**src/rtl/msrv32_wb_port_arbiter.sv**
```systemverilog
// Register-file write-port arbiter: load responses > skid buffer > pipeline writeback,
// with an in-order pending-load queue and RAW hazard detection. Optional macro: MSRV32_WB_FWD_EN.
module msrv32_wb_port_arbiter #(
  parameter int LD_DEPTH = 2,
  parameter int PTR_W    = $clog2(LD_DEPTH)
) (
  input  logic        ms_riscv32_mp_clk_in,
  input  logic        ms_riscv32_mp_rst_in,
  input  logic        pipe_wr_req_in,
  input  logic [4:0]  pipe_rd_addr_in,
  input  logic [31:0] pipe_wb_data_in,
  output logic        pipe_stall_out,
  input  logic        ld_issue_in,
  input  logic [4:0]  ld_rd_addr_in,
  input  logic        ld_rsp_valid_in,
  input  logic [31:0] ld_rsp_data_in,
  output logic        ld_full_out,
  output logic        ld_empty_out,
  input  logic [4:0]  rs1_addr_in,
  input  logic [4:0]  rs2_addr_in,
  output logic        hazard_out,
  output logic        rf_wr_en_out,
  output logic [4:0]  rf_rd_addr_out,
  output logic [31:0] rf_wr_data_out,
  output logic        ld_overflow_out,
  output logic        ld_underflow_out,
  output logic        fwd_valid_out,
  output logic [4:0]  fwd_addr_out,
  output logic [31:0] fwd_data_out
);

  logic [PTR_W:0]   wr_ptr, rd_ptr, count;
  logic [4:0]       ld_rd_q [LD_DEPTH];
  logic             q_empty, q_full, push, pop, accept;
  logic [4:0]       head_rd;
  logic             skid_valid;
  logic [4:0]       skid_addr;
  logic [31:0]      skid_data;
  logic             win_vld_p0;
  logic [4:0]       win_addr_p0;
  logic [31:0]      win_data_p0;
  logic             vld_p1;
  logic [4:0]       addr_p1;
  logic [31:0]      data_p1;
  logic [PTR_W-1:0] offset;
  logic             in_q;

  assign q_empty = (wr_ptr == rd_ptr);
  assign q_full  = (wr_ptr[PTR_W] != rd_ptr[PTR_W]) &&
                   (wr_ptr[PTR_W-1:0] == rd_ptr[PTR_W-1:0]);
  assign count   = wr_ptr - rd_ptr;
  assign head_rd = ld_rd_q[rd_ptr[PTR_W-1:0]];
  // A pop frees a slot in the same cycle, so a push at full is still taken.
  assign pop     = ld_rsp_valid_in & ~q_empty;
  assign push    = ld_issue_in & (~q_full | pop);
  assign accept  = pipe_wr_req_in & ~skid_valid;

  assign pipe_stall_out = skid_valid;
  assign ld_full_out    = q_full;
  assign ld_empty_out   = q_empty;

  always_comb begin
    hazard_out = 1'b0;
    offset     = '0;
    in_q       = 1'b0;
    for (int i = 0; i < LD_DEPTH; i++) begin
      offset = PTR_W'(i) - rd_ptr[PTR_W-1:0];
      in_q   = ({1'b0, offset} < count);
`ifdef MSRV32_WB_FWD_EN
      if (pop && (offset == '0)) in_q = 1'b0;
`endif
      if (in_q && (ld_rd_q[i] != 5'd0) &&
          ((ld_rd_q[i] == rs1_addr_in) || (ld_rd_q[i] == rs2_addr_in)))
        hazard_out = 1'b1;
    end
  end

  always_comb begin
    win_vld_p0  = 1'b0;
    win_addr_p0 = skid_addr;
    win_data_p0 = skid_data;
    if (pop) begin
      win_vld_p0  = 1'b1;
      win_addr_p0 = head_rd;
      win_data_p0 = ld_rsp_data_in;
    end else if (skid_valid) begin
      win_vld_p0  = 1'b1;
    end else if (accept) begin
      win_vld_p0  = 1'b1;
      win_addr_p0 = pipe_rd_addr_in;
      win_data_p0 = pipe_wb_data_in;
    end
  end

  always_ff @(posedge ms_riscv32_mp_clk_in) begin
    if (push) ld_rd_q[wr_ptr[PTR_W-1:0]] <= ld_rd_addr_in;
    if (pop && accept) begin
      skid_addr <= pipe_rd_addr_in;
      skid_data <= pipe_wb_data_in;
    end
  end

  // p0 -> p1: winner registered onto the write port; x0 writes keep their slot but drop the enable.
  always_ff @(posedge ms_riscv32_mp_clk_in or posedge ms_riscv32_mp_rst_in) begin
    if (ms_riscv32_mp_rst_in) begin
      wr_ptr           <= '0;
      rd_ptr           <= '0;
      skid_valid       <= 1'b0;
      vld_p1           <= 1'b0;
      addr_p1          <= 5'd0;
      data_p1          <= 32'd0;
      ld_overflow_out  <= 1'b0;
      ld_underflow_out <= 1'b0;
    end else begin
      if (push) wr_ptr <= wr_ptr + (PTR_W+1)'(1);
      if (pop)  rd_ptr <= rd_ptr + (PTR_W+1)'(1);
      if (pop && accept)          skid_valid <= 1'b1;
      else if (!pop && skid_valid) skid_valid <= 1'b0;
      vld_p1 <= win_vld_p0 && (win_addr_p0 != 5'd0);
      if (win_vld_p0) begin
        addr_p1 <= win_addr_p0;
        data_p1 <= win_data_p0;
      end
      if (ld_issue_in && q_full && !pop)   ld_overflow_out  <= 1'b1;
      if (ld_rsp_valid_in && q_empty)      ld_underflow_out <= 1'b1;
    end
  end

  assign rf_wr_en_out   = vld_p1;
  assign rf_rd_addr_out = addr_p1;
  assign rf_wr_data_out = data_p1;

`ifdef MSRV32_WB_FWD_EN
  assign fwd_valid_out = pop && (head_rd != 5'd0);
  assign fwd_addr_out  = pop ? head_rd : 5'd0;
  assign fwd_data_out  = pop ? ld_rsp_data_in : 32'd0;
`else
  assign fwd_valid_out = 1'b0;
  assign fwd_addr_out  = 5'd0;
  assign fwd_data_out  = 32'd0;
`endif

endmodule

```
**config.mk**
```make
export PLATFORM = sky130hd
export DESIGN_NAME = msrv32_wb_port_arbiter
export DESIGN_NICKNAME = d
export VERILOG_FILES = /design/src/rtl/msrv32_wb_port_arbiter.sv
export SDC_FILE = /design/constraint.sdc
export NUM_CORES = 1
export LEC_CHECK = 0
export CAP_MARGIN = 20
export CORE_UTILIZATION = 40
export DETAILED_ROUTE_END_ITERATION = 7
export PLACE_DENSITY = 0.78
export SYNTH_ARGS = -nofsm -noshare
export SYNTH_HDL_FRONTEND = slang
export SYNTH_SLANG_ARGS = --single-unit
```
**constraint.sdc**
```tcl
create_clock -name ms_riscv32_mp_clk_in -period 2.5 [get_ports ms_riscv32_mp_clk_in]
set_clock_uncertainty 0.05 [all_clocks]
set_input_delay 0.5 -clock ms_riscv32_mp_clk_in [delete_from_list [all_inputs] [get_ports ms_riscv32_mp_clk_in]]
set_output_delay 0.5 -clock ms_riscv32_mp_clk_in [all_outputs]
set_load 0.05 [all_outputs]
```
# Yosys cells after proc, flatten, opt, wreduce, memory -nomap -nowiden

Memories as Yosys holds them, arrays and structs flattened.
Index checks and enable logic that the tools add are counted.

Register bits after elaboration: 82
Output and inout bits: 82
Input bits: 89
Memories kept: 1
Memory bits (writable): 10
Word-level logic and storage cells: 65

Bitwise logic cells: 7
Multiplexer cells: 15
Reductions and logical operators: 18
Magnitude comparators: 2
Eq/ne operators: 7
Add/subtract/negate cells: 5

Memories:

| name    | depth | width | rd ports | clocked after memory_dff | write ports | line | source |
|---|---|---|---|---|---|---|---|
| ld_rd_q | 2     | 5     | 3        | 0                        | 1           | 33   | `logic [4:0] ld_rd_q [LD_DEPTH];` |

Operators with widths:

| cell                                                          | count |
|---|---|
| 32-bit 2-to-1 mux                                             | 3 |
| 5-bit == test                                                 | 4 |
| 5-bit 2-to-1 mux                                              | 3 |
| 5-bit nonzero test                                            | 3 |
| 1-bit logical AND                                             | 11 |
| 1-bit 2-to-1 mux                                              | 9 |
| 2-bit by 1-bit adder with 2-bit output, second input constant | 2 |
| 1-bit by 2-bit < comparator with 1-bit output                 | 2 |
| 1-bit bitwise AND                                             | 3 |
| 1-bit inverter                                                | 3 |
| 2-bit == test                                                 | 1 |
| 1-bit logical OR                                              | 2 |
| 2-bit nonzero test                                            | 1 |
| 1-bit subtractor, first input constant                        | 2 |
| 2-bit subtractor                                              | 1 |
| 1-bit == test                                                 | 1 |
| 1-bit logical NOT                                             | 1 |
| 1-bit != test                                                 | 1 |
| 1-bit bitwise OR                                              | 1 |

# Depth between registers and ports, before layout

Depth after elaboration: 7
Depth in mapped cells: 7
Depth with buffers taken out: 6

# Least setup slack after synthesis

No wires, ideal clock.

Kind: reg2reg
Start: register skid_valid (netlist: pipe_stall_out)
End: register skid_addr[0] (enable)
Required time: 2.052 ns
Library setup time: 0.398 ns
Cell stages (with the launch flop): 7
Slack: -0.431 ns
Period minus slack after synthesis: 2.931 ns
Path buffers: 4
Data arrival time: 2.483 ns
Path through: dfrtp_1 -> clkbuf_1 -> nor2b_1 -> buf_2 -> buf_2 -> clkbuf_1 -> and2_1

Cells in the longest elaborated chain, start to end: 3

Ends and longest elaborated chain:

| what                     | line | source |
|---|---|---|
| start: declaration       | 36   | `logic skid_valid;` |
| start signal: assignment | 108  | `skid_valid <= 1'b0;` |
| start signal: assignment | 117  | `if (pop && accept) skid_valid <= 1'b1;` |
| start signal: assignment | 118  | `else if (!pop && skid_valid) skid_valid <= 1'b0;` |
| 1-bit inverter           | 56   | `assign accept = pipe_wr_req_in & ~skid_valid;` |
| 1-bit bitwise AND        | 56   |  |
| 1-bit logical AND        | 97   | `if (pop && accept) begin` |
| end signal: assignment   | 98   | `skid_addr <= pipe_rd_addr_in;` |
| end: declaration         | 37   | `logic [4:0] skid_addr;` |

No other way between the ends.
A chain may end at the register's enable or synchronous reset.

==> impl_metrics.env <==
export IMPL_yosys_cell_count_top_type="edfxtp_1"
export IMPL_cts_sinks=92
export IMPL_rows=37
export IMPL_required_ns=1.95
export IMPL_slew_violations=0
export IMPL_synth_seq_cells=92
export IMPL_die_x_um=106.0
export IMPL_setup_viol=0
export IMPL_synth_top_cell_area_share_pct=32.64
export IMPL_cts_htree_levels=3
export IMPL_wl_um=10630
export IMPL_final_fill_count=884
export IMPL_crit_arrival_ns=1.87
export IMPL_holdWs_ns=0.4129
export IMPL_cp_end_kind="primary output"
export IMPL_max_freq_mhz=412.7
export IMPL_worst_path_max_fanout=4
export IMPL_yosysSeqAreaShare_pct=58.68
export IMPL_io_buffers=132
export IMPL_fin_area_sq_um=6058
export IMPL_placed_cell_area_sq_um=5792
export IMPL_path_cells="or4_1, o22ai_2, o2bb2ai_2, buf_12"
export IMPL_area_growth_pct=40.10
export IMPL_clk_pin_slew_worst_paths_ns=0.10
export IMPL_ir_worst_vdd_mv=0.6931
export IMPL_outcome="finished, final reports clean"
export IMPL_cts_tree="yes"
export IMPL_drtIter0Drc=148
export IMPL_antenna_found_initial=0
export IMPL_hold_class="reg -> reg"
export IMPL_final_cells=624
export IMPL_crit_type="reg -> out"
export IMPL_pre_cts_ws_ns=-0.05465
export IMPL_via_per_inst=5.234
export IMPL_gp_congestion=0.8749
export IMPL_initial_core_util_pct=41.51
export IMPL_coreArea_sq_um=10420
export IMPL_finalCritPeriodShare_pct=96.93
export IMPL_hold_viol=0
export IMPL_tns_ns=0
export IMPL_slew_headroom_pct=59.17
export IMPL_ys_types=35
export IMPL_numCtsBuffers=9
export IMPL_fp_dieH_um=106.0
export IMPL_synth_ff_type="edfxtp_1"
export IMPL_syn_area_per_cell_sq_um=12.53
export IMPL_drc=0
export IMPL_leakagePower_nw=2.301
export IMPL_grt_first_pass_wirelength_um=17310
export IMPL_grt_max_degree=36
export IMPL_worst_pin_slew_ns=0.6102
export IMPL_grt_use_total_pct=19.75
export IMPL_cp_top_family="simple AND/OR/NAND/NOR gates"
export IMPL_maxCapViolations=0
export IMPL_antenna_left=0
export IMPL_slowest_stage="or4_1"
export IMPL_yosysTopAreaCell="edfxtp_1"
export IMPL_clkLatencyLatePin_ns=0.35
export IMPL_ios=171
export IMPL_fin_nets=575
export IMPL_final_util_pct=58.16
export IMPL_firstDrtPassIters=4
export IMPL_layout_drive_gt1_share_pct=10.45
export IMPL_globalRouteOverflowTotal=0
export IMPL_worst_slack_ns=0.07668
export IMPL_wl_per_cell_um=17.03
export IMPL_start_kind="register"
export IMPL_grt_pass1_vias=3408
export IMPL_synth_common_cells="47 x edfxtp_1, 45 x dfrtp_1, 40 x nor2_1, 39 x buf_4, 33 x o2bb2ai_1"
export IMPL_synthArstFlopShare_pct=48.91
export IMPL_vias=3266
export IMPL_cts_root_buf="clkbuf_8"
export IMPL_crit_buf_inv=1
export IMPL_dp_cells=604
export IMPL_powerDensity_nw_per_um2=1331
export IMPL_yosysWarnings=0
export IMPL_slowest_delay_ns=0.61
export IMPL_synth_edf_count=47
export IMPL_syn_cell_area_sq_um=4324
export IMPL_dp_hpwl_um=7658
export IMPL_rsz0062_at_grt="false"
export IMPL_synth_cells=345
export IMPL_synthTopCellsByArea="edfxtp_1 33%, dfrtp_1 26%, buf_4 6.8%"
export IMPL_period_needed_ns=2.423
export IMPL_cts_buffer_depth=2
export IMPL_total_power_mw=8.061
export IMPL_dieArea_sq_um=11230
export IMPL_antenna_cells=0
-- cell families after synthesis --
| kind of cell | synth area share (%) |
|---|---|
| other | 0.08672 |
| muxes | 4.051 |
| DFF | 58.68 |
| xor gates and xnor gates | 5.237 |
| AOI/OAI and AO/OA | 15.94 |
| adders and majority gates | 0.8681 |
| buffers and inverters | 9.491 |
| and+or+nand+nor | 5.642 |
-- worst paths after layout --
path | start | endpoint | slack [ns] | depth (start not counted)
min reg2reg | ld_overflow_out | ld_overflow_out | 0.41 | 1
min | ld_overflow_out | ld_overflow_out | 0.41 | 1
max reg2reg | wr_ptr[0] | rf_rd_addr_out[0] | 0.38 | 7
min in group asynchronous | ms_riscv32_mp_rst_in | rf_wr_data_out[13] | 0.44 | 2
max in group asynchronous | ms_riscv32_mp_rst_in | rf_rd_addr_out[2] | 1.42 | 3
max | ld_rd_q[0][2] | hazard_out | 0.08 | 4
-- state kept, by name, summed over array words and instances, names as in the netlist --
register	cells
rf_wr_en_out	1
ld_underflow_out	1
ld_overflow_out	1
pipe_stall_out	1
rf_wr_data_out	32
rf_rd_addr_out	5
skid_addr	5
skid_data	32
ld_rd_q	10
rd_ptr	2
wr_ptr	2
-- report_power, final --
part / leakage [nW] / internal [mW] / switching, mW
clock network: 0.104 / 0.499 / 0.540
logic: 1.25 / 1.69 / 2.83
registers: 0.951 / 2.17 / 0.330
-- timing repair --
action                                  4_1_cts  5_1_grt
resized for setup                             2        1
pin swaps                                     2        1
cloned                                        0        0
endpoints found under the setup margin        1        1
buffers inserted                              1        2
hold buffers                                  0        0
-- layout make-up --
class                      instances  area [sq um]  share of cell area, %
clock inverter                     6         71.32                  1.177
multi-input combinational        222          1565                  25.84
tap                              136         170.2                  2.809
sequential                        92          2537                  41.88
clock buffer                      10         137.6                  2.272
timing repair buffer             149          1543                  25.46
inverter                           9         33.78                 0.5576
-- routing by layer --
layer	up-vias	wire length, um	GRT usage (%)
li1	1485	-	-
met1	1614	4336	24.05
met2	155	5581	36.09
met3	12	602	3.311
met4	0	109	5.159
met5	-	0	0
-- cells in the final DEF, fill, tap and decap left out, types with 2 or more instances in the layout --
master	instances
nor3_1	2
clkbuf_8	10
clkinv_4	2
o21ai_0	2
mux2i_1	13
mux2_2	4
conb_1	38
xor2_1	10
clkdlybuf4s50_1	128
inv_2	2
a211oi_1	3
nor2_1	40
ha_1	3
edfxtp_1	47
a21o_1	2
a221oi_1	32
buf_4	12
o2bb2ai_1	32
inv_1	7
buf_12	8
nand2_1	5
dfrtp_1	45
nor4_1	3
xnor2_1	14
nand3_1	3
No activity file was read; power rests on OpenSTA's default activity.
